File: src/rtl/spi_slave_param.sv
// spi_slave_param: SPI slave that frames serial MOSI into {cmd[1:0], payload}
// words and, for read commands, returns DATA_W bits of read data on MISO.
// clk is the serial bit clock; one bit moves per rising edge.
// Optional feature: define PARITY_CHK_EN to append and check a trailing even
// parity bit after each received frame.
module spi_slave_param #(
  parameter int DATA_W      = 8,
  parameter int TX_WAIT_MAX = 16
) (
  input  logic              clk,
  input  logic              rst,
  input  logic              SS_n,
  input  logic              MOSI,
  input  logic              tx_valid,
  input  logic [DATA_W-1:0] tx_data,
  output logic              MISO,
  output logic              rx_valid,
  output logic [DATA_W+1:0] rx_data,
  output logic              rx_err,
  output logic              busy
);

  localparam int RX_W = DATA_W + 2;
`ifdef PARITY_CHK_EN
  localparam int RX_EDGES = RX_W + 1;
`else
  localparam int RX_EDGES = RX_W;
`endif
  // One shared counter serves RX, WAIT_TX and TX, so size it for the longest.
  localparam int TOP_A   = (RX_EDGES > TX_WAIT_MAX) ? RX_EDGES : TX_WAIT_MAX;
  localparam int CNT_TOP = (TOP_A > DATA_W + 1) ? TOP_A : DATA_W + 1;
  localparam int CNT_W   = $clog2(CNT_TOP + 1);

  typedef enum logic [2:0] {
    IDLE,
    CHK_CMD,
    RX,
    WAIT_TX,
    TX
  } state_t;

  state_t            state;
  logic [CNT_W-1:0]  cnt;
  logic [DATA_W-1:0] shift_reg;
  logic              read_mode;

  // busy is a direct decode of the state register
  assign busy = (state != IDLE);

  // Main protocol FSM; SS_n deassertion aborts from any active state first
  always_ff @(posedge clk or negedge rst) begin
    if (!rst) begin
      state     <= IDLE;
      cnt       <= '0;
      shift_reg <= '0;
      read_mode <= 1'b0;
      MISO      <= 1'b0;
      rx_valid  <= 1'b0;
      rx_err    <= 1'b0;
      rx_data   <= '0;
    end else begin
      rx_valid <= 1'b0;
      rx_err   <= 1'b0;
      if (state != IDLE && SS_n) begin
        state <= IDLE;
        cnt   <= '0;
        MISO  <= 1'b0;
      end else begin
        case (state)
          IDLE: begin
            if (!SS_n) begin
              state   <= CHK_CMD;
              rx_data <= '0;
              cnt     <= '0;
            end
          end
          CHK_CMD: begin
            read_mode <= MOSI;
            state     <= RX;
            cnt       <= '0;
          end
          RX: begin
`ifdef PARITY_CHK_EN
            if (cnt == CNT_W'(RX_W)) begin
              cnt <= '0;
              if ((^rx_data) == MOSI) begin
                rx_valid <= 1'b1;
                state    <= (read_mode && rx_data[RX_W-1 -: 2] == 2'b11) ? WAIT_TX : IDLE;
              end else begin
                rx_err <= 1'b1;
                state  <= IDLE;
              end
            end else begin
              rx_data <= {rx_data[RX_W-2:0], MOSI};
              cnt     <= cnt + CNT_W'(1);
            end
`else
            rx_data <= {rx_data[RX_W-2:0], MOSI};
            if (cnt == CNT_W'(RX_W - 1)) begin
              cnt      <= '0;
              rx_valid <= 1'b1;
              state    <= (read_mode && rx_data[RX_W-2 -: 2] == 2'b11) ? WAIT_TX : IDLE;
            end else begin
              cnt <= cnt + CNT_W'(1);
            end
`endif
          end
          WAIT_TX: begin
            if (tx_valid) begin
              shift_reg <= tx_data;
              state     <= TX;
              cnt       <= '0;
            end else if (cnt == CNT_W'(TX_WAIT_MAX - 1)) begin
              state <= IDLE;
              cnt   <= '0;
            end else begin
              cnt <= cnt + CNT_W'(1);
            end
          end
          TX: begin
            if (cnt == CNT_W'(DATA_W)) begin
              MISO  <= 1'b0;
              state <= IDLE;
              cnt   <= '0;
            end else begin
              MISO      <= shift_reg[DATA_W-1];
              shift_reg <= {shift_reg[DATA_W-2:0], 1'b0};
              cnt       <= cnt + CNT_W'(1);
            end
          end
          default: begin
            state <= IDLE;
            cnt   <= '0;
            MISO  <= 1'b0;
          end
        endcase
      end
    end
  end

endmodule
File: config.mk
export PLATFORM = sky130hd
export DESIGN_NAME = spi_slave_param
export DESIGN_NICKNAME = d
export VERILOG_FILES = /design/src/rtl/spi_slave_param.sv
export SDC_FILE = /design/constraint.sdc
export NUM_CORES = 1
export LEC_CHECK = 0
export ABC_AREA = 0
export CAP_MARGIN = 20
export CORE_ASPECT_RATIO = 1.75
export CORE_MARGIN = 3
export CORE_UTILIZATION = 50
export DETAILED_ROUTE_END_ITERATION = 10
export DONT_BUFFER_PORTS = 1
export PLACE_DENSITY = 0.78
export SLEW_MARGIN = 20
export SYNTH_ARGS = -nofsm -noshare
export SYNTH_HDL_FRONTEND = slang
export SYNTH_SLANG_ARGS = --single-unit
export TNS_END_PERCENT = 20
File: constraint.sdc
create_clock -name clk -period 1.6 [get_ports clk]
set_input_delay 0.16 -clock clk [delete_from_list [all_inputs] [get_ports clk]]
set_output_delay 0.16 -clock clk [all_outputs]
set_load 0.1 [all_outputs]
# Word level (Yosys, flattened, before mapping)
# Index checks and enable logic that the tools add are counted.
# totals
regBits,29
out_inout_bits,14
# classes
n_bitwise,1
n_reduce_logical,11
mux,26
eq_ne,16
add_sub_neg,1
# op_table
operator,n
5-bit two-way mux,6
10-bit one-hot mux with 2 select lines,1
5-bit one-hot mux with 4 select lines,1
3-bit two-way mux,6
8-bit two-way mux,2
8-bit one-hot mux with 2 select lines,1
"5-bit by 4-bit == test with 1-bit output, second input constant",3
3-bit one-hot mux with 5 select lines,1
10-bit two-way mux,1
"3-bit != test, second input constant",3
4-bit AND reduction,2
"3-bit by 2-bit == test with 1-bit output, second input constant",2
"2-bit != test, second input constant",3
"5-bit by 1-bit adder with 5-bit output, second input constant",1
1-bit two-way mux,5
"4-bit != test, second input constant",1
2-bit nonzero test,2
4-bit OR reduction,1
"3-bit by 1-bit == test with 1-bit output, second input constant",1
"3-bit == test, second input constant",1
3-bit logical NOT,1
3-bit AND reduction,1
3-bit nonzero test,1
"2-bit == test, second input constant",1
6 further kinds,7

# Longest topological paths before layout
# Gate-level depths: netlist (run 1).
# logic_depth
ltp_word,6
depth_mapped,7
mapped_depth_nobuf,7

# Least setup slack after synthesis (run 1)
# No wires, ideal clock.
# synth_timing
kind,register -> register
from,reg state[0]
to,reg cnt[2]
path_buffers,0
arrival_time_ps,1740
required_ps,1513
path_stages_with_launch,5
setup_ps,87
setup_slack_ps,-227
cell_sequence,dfrtp_1 or3_1 nor2_1 nand2_1 o211ai_1
# synth_between
elab_chain_cells,3
# synth_lines
item,line,text
start: declaration,42,state_t state;
start signal: assignment,102,state <= (read_mode && rx_data[RX_W-2 -: 2] == 2'b11) ? WAIT_TX : IDLE;
3-bit nonzero test *,--,
named net busy,20,output logic busy
1-bit logical AND *,64,if (state != IDLE && SS_n) begin
3-bit != test (no line) / 5-bit two-way mux (equally long branches),--,
end signal: assignment,104,cnt <= cnt + CNT_W'(1);
end signal: assignment,117,cnt <= cnt + CNT_W'(1);
end signal: assignment,128,cnt <= cnt + CNT_W'(1);
end: declaration,43,logic [CNT_W-1:0] cnt;
# The timed path passes the listed nets; every way through them passes the cells marked *.
# A chain may end at the register's enable or synchronous reset.

# Worst setup path in the final report (run 1)
# layout_timing
from,reg cnt[0]
to,reg shift_reg[4]
# layout_between
elab_chain_cells,3
# layout_lines
item,line,text
5-bit by 4-bit == test with 1-bit output,121,if (cnt == CNT_W'(DATA_W)) begin
2-bit != test (no line),--,
4-bit AND reduction (no line),--,
end signal: assignment,110,shift_reg <= tx_data;
end signal: assignment,127,"shift_reg <= {shift_reg[DATA_W-2:0], 1'b0};"
end: declaration,44,logic [DATA_W-1:0] shift_reg;
# No other way between the ends.

==> impl_metrics.json, run 1 <==
{
  "cts_buffer_depth": 2,
  "ant_nets": 0,
  "required_ps": 1770,
  "synth_common_cells": "dfrtp_1, a22o_1, inv_1",
  "synth.top_cell.area_share": 0.5026,
  "powerDensity_nw_per_um2": 1368,
  "switching_share": 0.3416,
  "p_seq_frac": 0.351,
  "startpoint": "cnt[0]$_DFFE_PN0N_",
  "yosysUniqueCellTypes": 37,
  "seq_area_um2": 725.7,
  "ioPinCount": 27,
  "grt_max_degree": 30,
  "clock_latency_ps": 280,
  "power.internal_uw": 1822,
  "synth_edf_count": 0,
  "final-hold-violation-count": 0,
  "fillers": 182,
  "vias": 1146,
  "ys_seq_elements": 29,
  "ir_worst_vdd_uv": 929.9,
  "hold_slack_ps": 7.463,
  "wl_um": 3439,
  "worstPathArrival_ps": 1900,
  "grt_pass1_vias": 1230,
  "status": "finished with violations",
  "clockPowerShare": 0.284,
  "synth_fp_nets": 141,
  "power_uw": 2767,
  "area_growth_pct": 40.12,
  "dr.pass1.iters": 4,
  "synthArstFlopShare": 1.000,
  "avgSynthCellArea_um2": 11.74,
  "criticalPathCategory": "register to register",
  "multi_input_area_um2": 729.5,
  "port-buffer-count": 0,
  "violations": "setup timing",
  "tritoncts.num_buffers": 5,
  "setup_viol": 14,
  "die_h_um": 77.09,
  "finalCritPeriodShare": 1.080,
  "synth_flop_cell": "dfrtp_1",
  "p_comb_frac": 0.365,
  "overflow": 0,
  "grt_setup_unrepaired": "yes",
  "antenna_found_initial": 0,
  "drive_gt1_frac": 0.4471,
  "yosysWarnings": 0,
  "finalCriticalPeriod_ps": 1728,
  "netlist.top_cell.by_area": "dfrtp_1",
  "viasPerCell": 5.817,
  "initial_utilization": 0.5306,
  "yosysSeqAreaShare": 0.5026,
  "dieArea_um2": 3594,
  "grt_usage": 0.2182,
  "dr.first_iter.drc_count": 18,
  "grt_first_pass_wirelength_um": 5692,
  "postSynthCellCount": 123,
  "cts.sinks": 29,
  "r2r-end": "shift_reg[4]$_DFFE_PN0P_",
  "syn-cell-area_um2": 1444,
  "finalMaxSlewViolations": 0,
  "core_area_um2": 2721,
  "core.rowCount": 25,
  "switchingPower_uw": 945.2,
  "antenna_cells": 0,
  "gp_congestion": 0.8103,
  "drc": 0,
  "skew_ps": 9.262,
  "fin_ws_ps": -127.7,
  "ctsRootBufferMaster": "clkbuf_8",
  "p_leak_uw": 0.001003,
  "critPathMaxFanout": 5,
  "fmax_mhz": 578.8,
  "detail_route.wl_per_cell_um": 17.46,
  "crit_end": "shift_reg[4]$_DFFE_PN0P_",
  "maxCapViolations": 0,
  "dp_hpwl_um": 2247,
  "worstHoldPathType": "input port to register",
  "path_clk_slew_ps": 70,
  "largest_reg_flops": 10,
  "htreeDepth": 2,
  "die_width_um": 46.62,
  "start_kind": "register",
  "synth_area_leaders": "dfrtp_1, a22o_1, mux2_2",
  "reg2reg_slack_ps": -130,
  "r2r_start": "cnt[0]$_DFFE_PN0N_",
  "place_ws_ps": -152.5,
  "rr_worst_depth": 7,
  "layout.nets": 187,
  "endpoint_kind": "register",
  "yosysMostFrequentCell": "dfrtp_1",
  "cts_tree": "yes"
}
-- worst min path at each step --
stage / from / end / slack (ps) / depth (start not counted)
finish: MOSI / rx_data[0]$_DFFE_PN0P_ / 7 / 1
global route: MOSI / rx_data[0]$_DFFE_PN0P_ / 2 / 1
CTS: tx_data[0] / shift_reg[0]$_DFFE_PN0P_ / 10 / 2
detailed placement: rst / cnt[3]$_DFFE_PN0N_ / -130 / 0
global placement: rst / cnt[4]$_DFFE_PN0N_ / -130 / 0
floorplan: rst / MISO$_DFFE_PN0P_ / -140 / 0
-- power by group through the flow --
stage | sequential [uW] | combinational (uW) | clock, uW
2_1_floorplan | 1050 | 512 | 0
3_3_place_gp | 962 | 819 | 0
3_5_place_dp | 972 | 850 | 0
4_1_cts | 959 | 987 | 795
5_1_grt | 982 | 1080 | 827
6_report | 972 | 1010 | 786
-- through the flow --
step                      std cells  utilization  area (um^2)  setup TNS [ps]
after global routing            197       0.7434         2023           -2591
after CTS                       197       0.7320         1992           -1369
final                           197       0.7434         2023           -1219
after floorplan                 123            -         1455          -663.9
after global placement          181       0.6400         1742          -824.7
after detailed placement        181       0.6400         1742           -1655
-- layout by cell type, fill, tap and decap left out, types with 3 or more instances in the layout --
| cell | netlist | layout |
|---|---|---|
| nand2_1 | 7 | 7 |
| a22o_1 | 12 | 12 |
| o21ai_1 | 1 | 3 |
| dfrtp_1 | 29 | 29 |
| clkbuf_8 | 0 | 6 |
| inv_1 | 11 | 9 |
| buf_4 | 2 | 35 |
| buf_12 | 0 | 3 |
| buf_6 | 1 | 3 |
| nor2_1 | 7 | 6 |
| ha_1 | 5 | 3 |
| mux2_4 | 6 | 13 |
-- layer usage --
| metal | share of wire | track usage | vias to the layer above |
|---|---|---|---|
| li1 | - | - | 528 |
| met1 | 0.36 | 0.2312 | 569 |
| met5 | 0 | 0 | - |
| met3 | 0.054 | 0.05164 | 10 |
| met2 | 0.56 | 0.3785 | 39 |
| met4 | 0.030 | 0.1025 | 0 |
-- cell type report --
type,count,share of cell area
inverter,11,0.02041
clock inverter,1,0.01484
timing repair buffer,43,0.1861
multi-input combinational,79,0.3605
sequential,29,0.3587
clock buffer,7,0.04267
tap,27,0.01670
-- cells by family (layout without fill, tap and decap cells) --
family,Yosys count,in the layout,synth area share
flip-flops,29,29,0.5026
AND/OR/NAND/NOR,29,29,0.1135
AO/OA/AOI/OAI,28,28,0.1499
multiplexers,15,15,0.1317
buffers and inverters,15,62,0.05025
adder cells (fa/ha/maj),5,5,0.04333
other,1,1,0.002597
XOR/XNOR,1,1,0.006067
-- timing repair --
item                       4_1_cts  5_1_grt
hold buffers                     3        0
pin swaps                        5        7
setup endpoints to repair       15       18
setup buffers                    5        0
hold endpoints to repair        30        0
gates cloned                     0        0
resized for setup               15        9
-- critical path, cell delays in order, from the launching register on --
cell and delay [ps]:
dfrtp_1 420, inv_2 60, ha_4 140, and4bb_2 250, nor2_4 110, o21a_1 170
buf_6 150, mux2_4 300
Power figures use the tool's default switching activity.
==> run 2: changes to the inputs <==
--- a/config.mk
+++ b/config.mk
@@ -7,12 +7,14 @@
 export LEC_CHECK = 0
 export ABC_AREA = 0
 export CAP_MARGIN = 20
+export CELL_PAD_IN_SITES_DETAIL_PLACEMENT = 1
+export CELL_PAD_IN_SITES_GLOBAL_PLACEMENT = 1
 export CORE_ASPECT_RATIO = 1.75
 export CORE_MARGIN = 3
-export CORE_UTILIZATION = 50
+export CORE_UTILIZATION = 44
 export DETAILED_ROUTE_END_ITERATION = 10
 export DONT_BUFFER_PORTS = 1
-export PLACE_DENSITY = 0.78
+export PLACE_DENSITY_LB_ADDON = 0.08
 export SLEW_MARGIN = 20
 export SYNTH_ARGS = -nofsm -noshare
 export SYNTH_HDL_FRONTEND = slang
==> run 2 against run 1 <==
  * The run ends with hold timing, setup timing left
  * Hold slack got worse by 7.5 ps
  * Wire length grew 31%
  * Total power up 3.0%
  * Clock skew down 1.8 ps
  * Die area is 12% higher
  * Register-to-register slack worse by 40 ps
  * Sequential share of layout area down 2.4 points
  * Sequential power about the same
  * Critical path type unchanged
==> impl_metrics.json, run 2 (synthesis gave the netlist of run 1 again) <==
{
  "clockPowerShare": 0.235,
  "power.internal_uw": 1814,
  "layout_commonest_cell": "buf_4",
  "ir_worst_vdd_uv": 867.9,
  "powerDensity_nw_per_um2": 1311,
  "antenna_cells": 0,
  "ctsRootBufferMaster": "clkbuf_8",
  "ant_nets": 0,
  "setup_viol": 16,
  "critPathMaxFanout": 4,
  "worstHoldPathType": "input port to register",
  "r2r_start": "cnt[1]$_DFFE_PN0N_",
  "cts_buffer_depth": 2,
  "required_ps": 1770,
  "holdPathStages": 1,
  "fillers": 299,
  "grt_pass1_vias": 1385,
  "hold_slack_ps": -0.001193,
  "viasPerCell": 5.475,
  "grt_first_pass_wirelength_um": 7286,
  "criticalPathCategory": "register to register",
  "r2r-end": "shift_reg[6]$_DFFE_PN0P_",
  "rr_worst_depth": 7,
  "core.rowCount": 26,
  "worstPathCellList": "inv_2 > ha_4 > and4bb_2 > nor2_4 > o21a_4 > buf_12 > mux2_4",
  "wl_um": 4491,
  "grt_setup_unrepaired": "yes",
  "cp_top_family": "flip-flops",
  "hold_end": "rx_data[0]$_DFFE_PN0P_",
  "clock_latency_ps": 290,
  "initial_utilization": 0.4773,
  "finalMaxSlewViolations": 0,
  "path_clk_slew_ps": 70,
  "final_cell_mix": "buf_4, dfrtp_1, a22o_1",
  "reg2reg_slack_ps": -160,
  "finalCriticalPeriod_ps": 1765,
  "dieArea_um2": 4032,
  "grt_max_degree": 30,
  "start_kind": "register",
  "ioPinCount": 27,
  "layout.nets": 196,
  "cts_tree": "yes",
  "final_cells": 221,
  "antenna_found_initial": 0,
  "grt_usage": 0.2523,
  "dp_hpwl_um": 2552,
  "maxCapViolations": 0,
  "p_seq_frac": 0.340,
  "drc": 0,
  "worstPathArrival_ps": 1930,
  "hp-start": "MOSI",
  "endpoint_kind": "register",
  "htreeDepth": 2,
  "largest_reg_flops": 10,
  "fin_ws_ps": -164.9,
  "crit_buf_inv": 2,
  "critPathSlowestCell": "dfrtp_1",
  "dr.first_iter.drc_count": 19,
  "core_area_um2": 3025,
  "skew_ps": 7.498,
  "tritoncts.num_buffers": 5,
  "fmax_mhz": 566.6,
  "violations": "hold timing, setup timing",
  "final-hold-violation-count": 1,
  "p_leak_uw": 0.001043,
  "port-buffer-count": 0,
  "cts.sinks": 29,
  "cpPeakStageDelay_ps": 410,
  "dr.pass1.iters": 4,
  "die_h_um": 81.78,
  "finalCritPeriodShare": 1.103,
  "gp_congestion": 0.7758,
  "switchingPower_uw": 1036,
  "power_uw": 2850,
  "switching_share": 0.3635,
  "overflow": 0,
  "area_growth_pct": 50.52,
  "drive_gt1_frac": 0.5419,
  "die_width_um": 49.31,
  "p_comb_frac": 0.425,
  "detail_route.wl_per_cell_um": 20.32,
  "vias": 1210,
  "placed_cells": 197,
  "status": "finished with violations"
}
==> run 2: cell types whose count changed in the layout (fill, tap and decap cells not counted), sizes merged <==
| cell | change |
|---|---|
| clkinv | +1 |
| buf | +9 |
| bufinv | -1 |
==> run 2: how the worst max path moves through the flow <==
stage,start,endpoint,slack (ps),cells after the start
floorplan,state[1]$_DFFE_PN0P_,shift_reg[2]$_DFFE_PN0P_,-70,4
global placement,cnt[0]$_DFFE_PN0N_,shift_reg[4]$_DFFE_PN0P_,-130,7
detailed placement,cnt[0]$_DFFE_PN0N_,state[1]$_DFFE_PN0P_,-220,8
CTS,cnt[0]$_DFFE_PN0N_,shift_reg[6]$_DFFE_PN0P_,-160,8
global route,cnt[0]$_DFFE_PN0N_,state[1]$_DFFE_PN0P_,-220,9
finish,cnt[1]$_DFFE_PN0N_,shift_reg[6]$_DFFE_PN0P_,-160,7
==> run 2: routing by layer <==
layer / part of all wire / track usage / vias up
li1: - / - / 544
met1: 0.36 / 0.2506 / 613
met2: 0.57 / 0.4839 / 35
met3: 0.037 / 0.05989 / 18
met4: 0.037 / 0.1197 / 0
met5: 0 / 0 / -
==> run 2: final cells by class <==
| cell class | count | area, um^2 | area share |
|---|---|---|---|
| Clock buffer | 7 | 96.34 | 0.04433 |
| Clock inverter | 1 | 5.005 | 0.002303 |
| Inverter | 11 | 41.29 | 0.01900 |
| Multi-Input combinational cell | 79 | 780.7 | 0.3592 |
| Sequential cell | 29 | 726.9 | 0.3345 |
| Tap cell | 42 | 52.55 | 0.02418 |
| Timing Repair Buffer | 52 | 470.5 | 0.2165 |
==> run 2: worst reg2reg max path: cells and delay by family, from the launching register on <==
kind	cells	cell delay [ps]
DFF	1	410
muxes	1	290
AOI/OAI and AO/OA	1	220
adders and majority gates	1	140
buffers and inverters	2	240
and+or+nand+nor	2	340
==> run 2: power by group through the flow <==
stage / logic (uW) / clock network [uW] / registers (uW)
finish: 1210 / 668 / 970
global route: 1280 / 725 / 986
CTS: 1060 / 678 / 960
detailed placement: 864 / 0 / 980
global placement: 835 / 0 / 968
floorplan: 512 / 0 / 1050
==> run 2: stage by stage <==
stage / area [um^2] / utilization / setup WS (ps) / setup TNS (ps) / hold slack [ps]
after floorplan: 1455 / - / -68.97 / -663.9 / -135.6
after global placement: 1755 / 0.5802 / -126.9 / -1281 / -135.0
after detailed placement: 1755 / 0.5802 / -219.4 / -2244 / -135.0
after CTS: 2102 / 0.6948 / -163.2 / -1616 / 3.617
after global routing: 2173 / 0.7184 / -221.1 / -2784 / -4.086
final: 2173 / 0.7184 / -164.9 / -1758 / -0.001193
==> run 2: what timing repair did <==
item | in CTS | in global routing
hold endpoints to repair | 30 | 0
hold buffers | 3 | 0
endpoints found under the setup margin | 16 | 26
resized for setup | 31 | 18
buffers inserted | 11 | 4
pin swaps | 7 | 9
